### config.mk
export PLATFORM = sky130hd
export DESIGN_NAME = pin_entry_keypad
export DESIGN_NICKNAME = d
export VERILOG_FILES = /design/src/rtl/pin_entry_pkg.sv /design/src/rtl/pin_entry_keypad_digit_buffer.sv /design/src/rtl/pin_entry_keypad.sv
export SDC_FILE = /design/constraint.sdc
export NUM_CORES = 1
export LEC_CHECK = 0
export ABC_AREA = 1
export CAP_MARGIN = 30
export CELL_PAD_IN_SITES_DETAIL_PLACEMENT = 2
export CELL_PAD_IN_SITES_GLOBAL_PLACEMENT = 2
export CORE_ASPECT_RATIO = 1.2
export CORE_MARGIN = 2
export CORE_UTILIZATION = 32
export DETAILED_ROUTE_END_ITERATION = 7
export PLACE_DENSITY = 0.94
export SYNTH_ARGS = -nofsm -noshare
export SYNTH_HDL_FRONTEND = slang
export SYNTH_HIERARCHICAL = 1
export SYNTH_SLANG_ARGS = --single-unit
### constraint.sdc
create_clock -name clk -period 3.2 [get_ports clk]
set_input_delay 0.8 -clock clk [delete_from_list [all_inputs] [get_ports clk]]
set_output_delay 0.8 -clock clk [all_outputs]
set_load 0.1 [all_outputs]
### src/rtl/pin_entry_pkg.sv
// rtl/pin_entry_pkg.sv - key codes, FSM states and defaults for the PIN entry keypad
package pin_entry_pkg;

  localparam int DEFAULT_DIGITS = 4;

  localparam logic [3:0] KEY_CLEAR = 4'hA;
  localparam logic [3:0] KEY_BKSP  = 4'hB;
  localparam logic [3:0] KEY_ENTER = 4'hE;

  typedef enum logic [1:0] {
    S_IDLE,
    S_SEND,
    S_WAIT_RESP,
    S_HOLD
  } pin_state_e;

  function automatic logic is_digit(input logic [3:0] code);
    return code <= 4'd9;
  endfunction

endpackage

### src/rtl/pin_entry_keypad_digit_buffer.sv
// rtl/pin_entry_keypad_digit_buffer.sv - append/backspace/clear register holding the BCD PIN and its digit count
module pin_digit_buffer
  import pin_entry_pkg::*;
#(
  parameter int DIGITS = DEFAULT_DIGITS
) (
  input  logic                  clk,
  input  logic                  reset,
  input  logic                  push_i,
  input  logic                  bksp_i,
  input  logic                  clear_i,
  input  logic [3:0]            digit_i,
  output logic [4*DIGITS-1:0]   pin_o,
  output logic [2:0]            count_o
);

  logic [4*DIGITS-1:0] pin_q, pin_d;
  logic [2:0]          count_q, count_d;

  // Clear wins over everything; a full buffer silently drops extra digits.
  always_comb begin
    pin_d   = pin_q;
    count_d = count_q;
    if (clear_i) begin
      pin_d   = '0;
      count_d = '0;
    end else if (push_i && (count_q < 3'(DIGITS))) begin
      pin_d   = {pin_q[4*DIGITS-5:0], digit_i};
      count_d = count_q + 3'd1;
    end else if (bksp_i && (count_q != 3'd0)) begin
      pin_d   = pin_q >> 4;
      count_d = count_q - 3'd1;
    end
  end

  always_ff @(posedge clk) begin
    if (reset) begin
      pin_q   <= '0;
      count_q <= '0;
    end else begin
      pin_q   <= pin_d;
      count_q <= count_d;
    end
  end

  assign pin_o   = pin_q;
  assign count_o = count_q;

endmodule

### src/rtl/pin_entry_keypad.sv
// rtl/pin_entry_keypad.sv - keypad PIN collector that sends the PIN word and tracks grant/deny/timeout/lockout
module pin_entry_keypad
  import pin_entry_pkg::*;
#(
  parameter int DIGITS       = DEFAULT_DIGITS,
  parameter int RESP_TIMEOUT = 16,
  parameter int DENY_HOLD    = 8
) (
  input  logic                  clk,
  input  logic                  reset,
  input  logic                  key_valid,
  input  logic [3:0]            key_code,
  input  logic                  access_granted,
  input  logic                  access_denied,
  output logic [4*DIGITS-1:0]   pin_out,
  output logic                  pin_valid,
  output logic [2:0]            digit_count,
  output logic                  busy,
  output logic                  unlock_pulse,
  output logic                  fail_pulse,
  output logic                  entry_error
);

  localparam int CNT_MAX = (RESP_TIMEOUT > DENY_HOLD) ? RESP_TIMEOUT : DENY_HOLD;
  localparam int CNT_W   = $clog2(CNT_MAX + 1);

  pin_state_e          state_q;
  logic [CNT_W-1:0]    cnt_q;
  logic [4*DIGITS-1:0] pin_out_q;
  logic                pin_valid_q, unlock_q, fail_q, error_q;

  logic                key_fire, buf_push, buf_bksp, buf_clear, full;
  logic [4*DIGITS-1:0] buf_pin;

  // Keys only reach the buffer in IDLE; anything pressed while busy is lost.
  assign key_fire  = key_valid && (state_q == S_IDLE);
  assign buf_push  = key_fire && is_digit(key_code);
  assign buf_bksp  = key_fire && (key_code == KEY_BKSP);
  assign buf_clear = key_fire && ((key_code == KEY_CLEAR) || (key_code == KEY_ENTER));
  assign full      = (digit_count == 3'(DIGITS));

  pin_digit_buffer #(.DIGITS(DIGITS)) u_buffer (
    .clk     (clk),
    .reset   (reset),
    .push_i  (buf_push),
    .bksp_i  (buf_bksp),
    .clear_i (buf_clear),
    .digit_i (key_code),
    .pin_o   (buf_pin),
    .count_o (digit_count)
  );

  always_ff @(posedge clk) begin
    if (reset) begin
      state_q     <= S_IDLE;
      cnt_q       <= '0;
      pin_out_q   <= '0;
      pin_valid_q <= 1'b0;
      unlock_q    <= 1'b0;
      fail_q      <= 1'b0;
      error_q     <= 1'b0;
    end else begin
      pin_out_q   <= '0;
      pin_valid_q <= 1'b0;
      unlock_q    <= 1'b0;
      fail_q      <= 1'b0;
      error_q     <= 1'b0;
      case (state_q)
        S_IDLE: begin
          if (key_valid && (key_code == KEY_ENTER)) begin
            if (full) begin
              pin_out_q   <= buf_pin;
              pin_valid_q <= 1'b1;
              state_q     <= S_SEND;
            end else begin
              error_q <= 1'b1;
            end
          end
        end
        S_SEND: begin
          cnt_q   <= '0;
          state_q <= S_WAIT_RESP;
        end
        S_WAIT_RESP: begin
          // Deny takes priority so a glitching checker can never unlock.
          if (access_denied) begin
            fail_q  <= 1'b1;
            cnt_q   <= '0;
            state_q <= S_HOLD;
          end else if (access_granted) begin
            unlock_q <= 1'b1;
            state_q  <= S_IDLE;
          end else if (cnt_q == CNT_W'(RESP_TIMEOUT - 1)) begin
            error_q <= 1'b1;
            state_q <= S_IDLE;
          end else begin
            cnt_q <= cnt_q + 1'b1;
          end
        end
        S_HOLD: begin
          if (cnt_q == CNT_W'(DENY_HOLD - 1)) begin
            state_q <= S_IDLE;
          end else begin
            cnt_q <= cnt_q + 1'b1;
          end
        end
        default: state_q <= S_IDLE;
      endcase
    end
  end

  assign pin_out      = pin_out_q;
  assign pin_valid    = pin_valid_q;
  assign busy         = (state_q != S_IDLE);
  assign unlock_pulse = unlock_q;
  assign fail_pulse   = fail_q;
  assign entry_error  = error_q;

endmodule

==> qor.txt <==
Post-synthesis sequential area ratio -> 43.2%
Final Setup Violations -> 0
Area contributors post-synth -> dfxtp_1, nand2_1, inv_1
Crit Path Class -> primary input to flop
Max capacitance violation total -> 0
Final worst-path cycle share -> 84.4%
Die Width -> 78.5 um
Syn Area/Cell -> 7.38 sq um
Full die area -> 0.00733 sq mm
CTS root buf -> clkbuf_8
All-layer global routing usage -> 17.4%
Area fraction of the dominant cell type after synthesis -> 43.2%
HP Class -> flop to flop
Antenna Diode Count -> 0
Slew of the pin with the lowest slew margin -> 577 ps
Dominant delay contributor by cell family on the critical path -> buffers and inverters
Status -> complete, no violations
Synthesized net count -> 301
Critical Path AT -> 2940 ps
Fin crit period -> 2700 ps
Peak fanout along the critical path -> 17
Final Routed Wirelength -> 5.83 mm
Number of warnings printed during yosys synthesis -> 6
Pin count of the biggest net entering global routing -> 22
Via density -> 4.76
Highest clock rate -> 370 MHz
Core box area -> 0.00645 sq mm
RSZ-0062 raised after global routing -> no
Clock-pin slew of the registers on the worst-case setup and hold paths -> 90 ps
Number of buffers added for setup after CTS -> 0
Post-synthesis sequential element count -> 46
Crit path largest cell delay -> 530 ps
Post-synth ARST share -> 0%
Global route overflow -> 0
DP Worst Slack -> 191 ps
Number of hold violations in the final report -> 0
Maximum clock skew at final layout -> 10.2 ps
Slowest library cell on the worst path -> clkdlybuf4s50_1
Final layout net count -> 332
Required time worst endpoint -> 3440 ps
Setup TNS Final -> 0 ps
Total via count in the routed design -> 1,931
Cells along the critical path -> clkdlybuf4s50_1 > o21a_1 > nor2_1 > nand2_4 > inv_6 > nand2_1 > nand2_1 > inv_1 > ha_1 > o211ai_1 > nand3_2 > a21oi_1
Number of clock buffers inserted by TritonCTS -> 5
Initial DRC Count -> 30
Most used standard cell by instance count after synthesis -> nand2_1
Area growth from synthesis to layout -> 19.0%
Detail-routed net length per standard cell -> 14.4 um
Min Hold Slack -> 460 ps
Maximum resistive drop on vdd -> 0.214 mV
Ys flop type -> dfxtp_1
Number of antenna violations at the first check in global routing -> 0
CTS-repair resized insts -> 0
Number of antenna-violating nets in the routed design -> 0
Fraction of layout cells with a size suffix above 1 -> 18.7%
DRC violations left -> 0
Power Dens Cells -> 485 mW/mm^2
Number of enable-type register cells in the synthesized netlist -> 0
Count of standard-cell rows -> 32
Cell type with the highest occurrence count on the critical path -> nand2_1
Last weighted congestion value of the routability-driven placer -> 0.788
First-pass DRT Iterations -> 4
Depth of the CTS H-tree -> 2
Final Slew Violations -> 0
Worst-Skew Late Latency -> 310 ps
Synthesized instance count -> 289
Estimated wirelength of the detail-placed design -> 4.39 mm
Sink Count -> 46
Total of buffers placed on input and output ports -> 32
Top post-synthesis cells by count -> nand2_1, dfxtp_1, inv_1
CTS tree -> yes
Pleak -> 1.07 nW
Final worst setup slack -> 500 ps
Yosys top cell by area -> dfxtp_1
Count of buffering cells on the critical path with inverters included -> 3
Vias in the first global route -> 2,067
Slew Limit Headroom -> 61.0%
Mapped Area -> 0.00213 sq mm
Utilization after layout -> 39.4%
Hold buffers post-CTS -> 0
Effective utilization at floorplan -> 33.1%
Startpoint kind of the worst setup timing path -> primary input
I/O pins -> 33
Height of the die -> 93.4 um
Global-route wire length before repair -> 9.85 mm
Number of distinct library cell variants in the gate-level netlist after synthesis -> 28
Kind of capture point of the worst setup path -> flop
Clk buf depth -> 2
through the flow:
step | instance area, sq um | power (mW) | std cells
global route | 2540 | 1.29 | 406
CTS | 2540 | 1.25 | 406
detailed placement | 2420 | 0.804 | 398
global placement | 2420 | 0.793 | 398
finish | 2540 | 1.23 | 406
floorplan | 2130 | 0.758 | 289
layout by cell type (no fill, tap or decap):
cell type / synthesis / final
o211ai_1: 1 / 1
buf_4: 2 / 25
nand3_2: 3 / 3
clkdlybuf4s50_1: 0 / 8
o21a_1: 1 / 1
clkinvlp_4: 0 / 2
nand2_4: 4 / 4
nor3_1: 1 / 1
nor2_4: 3 / 3
a21oi_1: 17 / 17
nor4_1: 1 / 1
inv_2: 2 / 2
nor4b_1: 1 / 1
clkbuf_8: 0 / 5
nor2_1: 29 / 29
nor3_4: 1 / 1
nand2_1: 74 / 74
nor2_2: 12 / 12
o21ai_1: 2 / 2
nand4_4: 1 / 1
dfxtp_1: 46 / 46
ha_1: 3 / 3
o21ai_0: 4 / 4
nand3_1: 26 / 26
inv_6: 1 / 1
bufinv_16: 0 / 1
inv_1: 44 / 44
nand4_1: 2 / 2
xor2_1: 1 / 1
report_power, final:
| part | internal (mW) | total, mW | switching, mW |
|---|---|---|---|
| registers | 0.587 | 0.604 | 0.0171 |
| clock network | 0.232 | 0.442 | 0.210 |
| logic | 0.0528 | 0.185 | 0.132 |
state kept, by name (all words and copies together), names as in the netlist:
name,flops
pin_out,16
pin_valid,1
entry_error,1
u_buffer/pin_o,16
state_q,2
unlock_pulse,1
fail_pulse,1
cnt_q,5
u_buffer/count_o,3
metal layers:
metal | global-route usage [%] | part of all wire [%]
met1 | 17.5 | 39
met2 | 34.5 | 57
met3 | 2.99 | 2.1
met4 | 6.73 | 2.0
met5 | 0 | 0
final timing paths:
path                                                startpoint                          endpoint  cells past startpoint  slack, ps
worst max register to register         state_q[0]$_SDFFE_PP0P_  u_buffer/count_o[2]$_SDFFE_PP0P_                     12       1010
worst max-delay path                               key_code[2]  u_buffer/count_o[2]$_SDFFE_PP0P_                     12        500
worst min-delay path            u_buffer/pin_o[3]$_SDFFE_PP0P_             pin_out[3]$_SDFF_PP0_                      2        460
worst min register to register  u_buffer/pin_o[3]$_SDFFE_PP0P_             pin_out[3]$_SDFF_PP0_                      2        460
worst reg2reg max path: stages, from the launching register on:
cell and delay, ps:
dfxtp_1 410, nor2_4 220, nand2_4 90, nor2_1 230
nand2_4 180, inv_6 170, nand2_1 70, nand2_1 60
inv_1 40, ha_1 190, o211ai_1 220, nand3_2 100
a21oi_1 150
cell families after synthesis:
family,after synthesis,synth area share (%)
XOR/XNOR,1,0.411
buffers and inverters,56,12.4
AND/OR/NAND/NOR,158,36.1
adder cells (fa/ha/maj),3,1.76
flip-flops,46,43.2
AO/OA/AOI/OAI,25,6.10
cell type report:
class                   instances  area (sq um)
fillers                       748          3910
clock buffers                   5          68.8
repair buffers                 33           268
clock inverters                 3          45.0
well taps                      85           106
flip-flops and latches         46           921
multi-input cells             187           947
inverters                      47           181
Note: power is estimated with default switching activity, not from simulation.
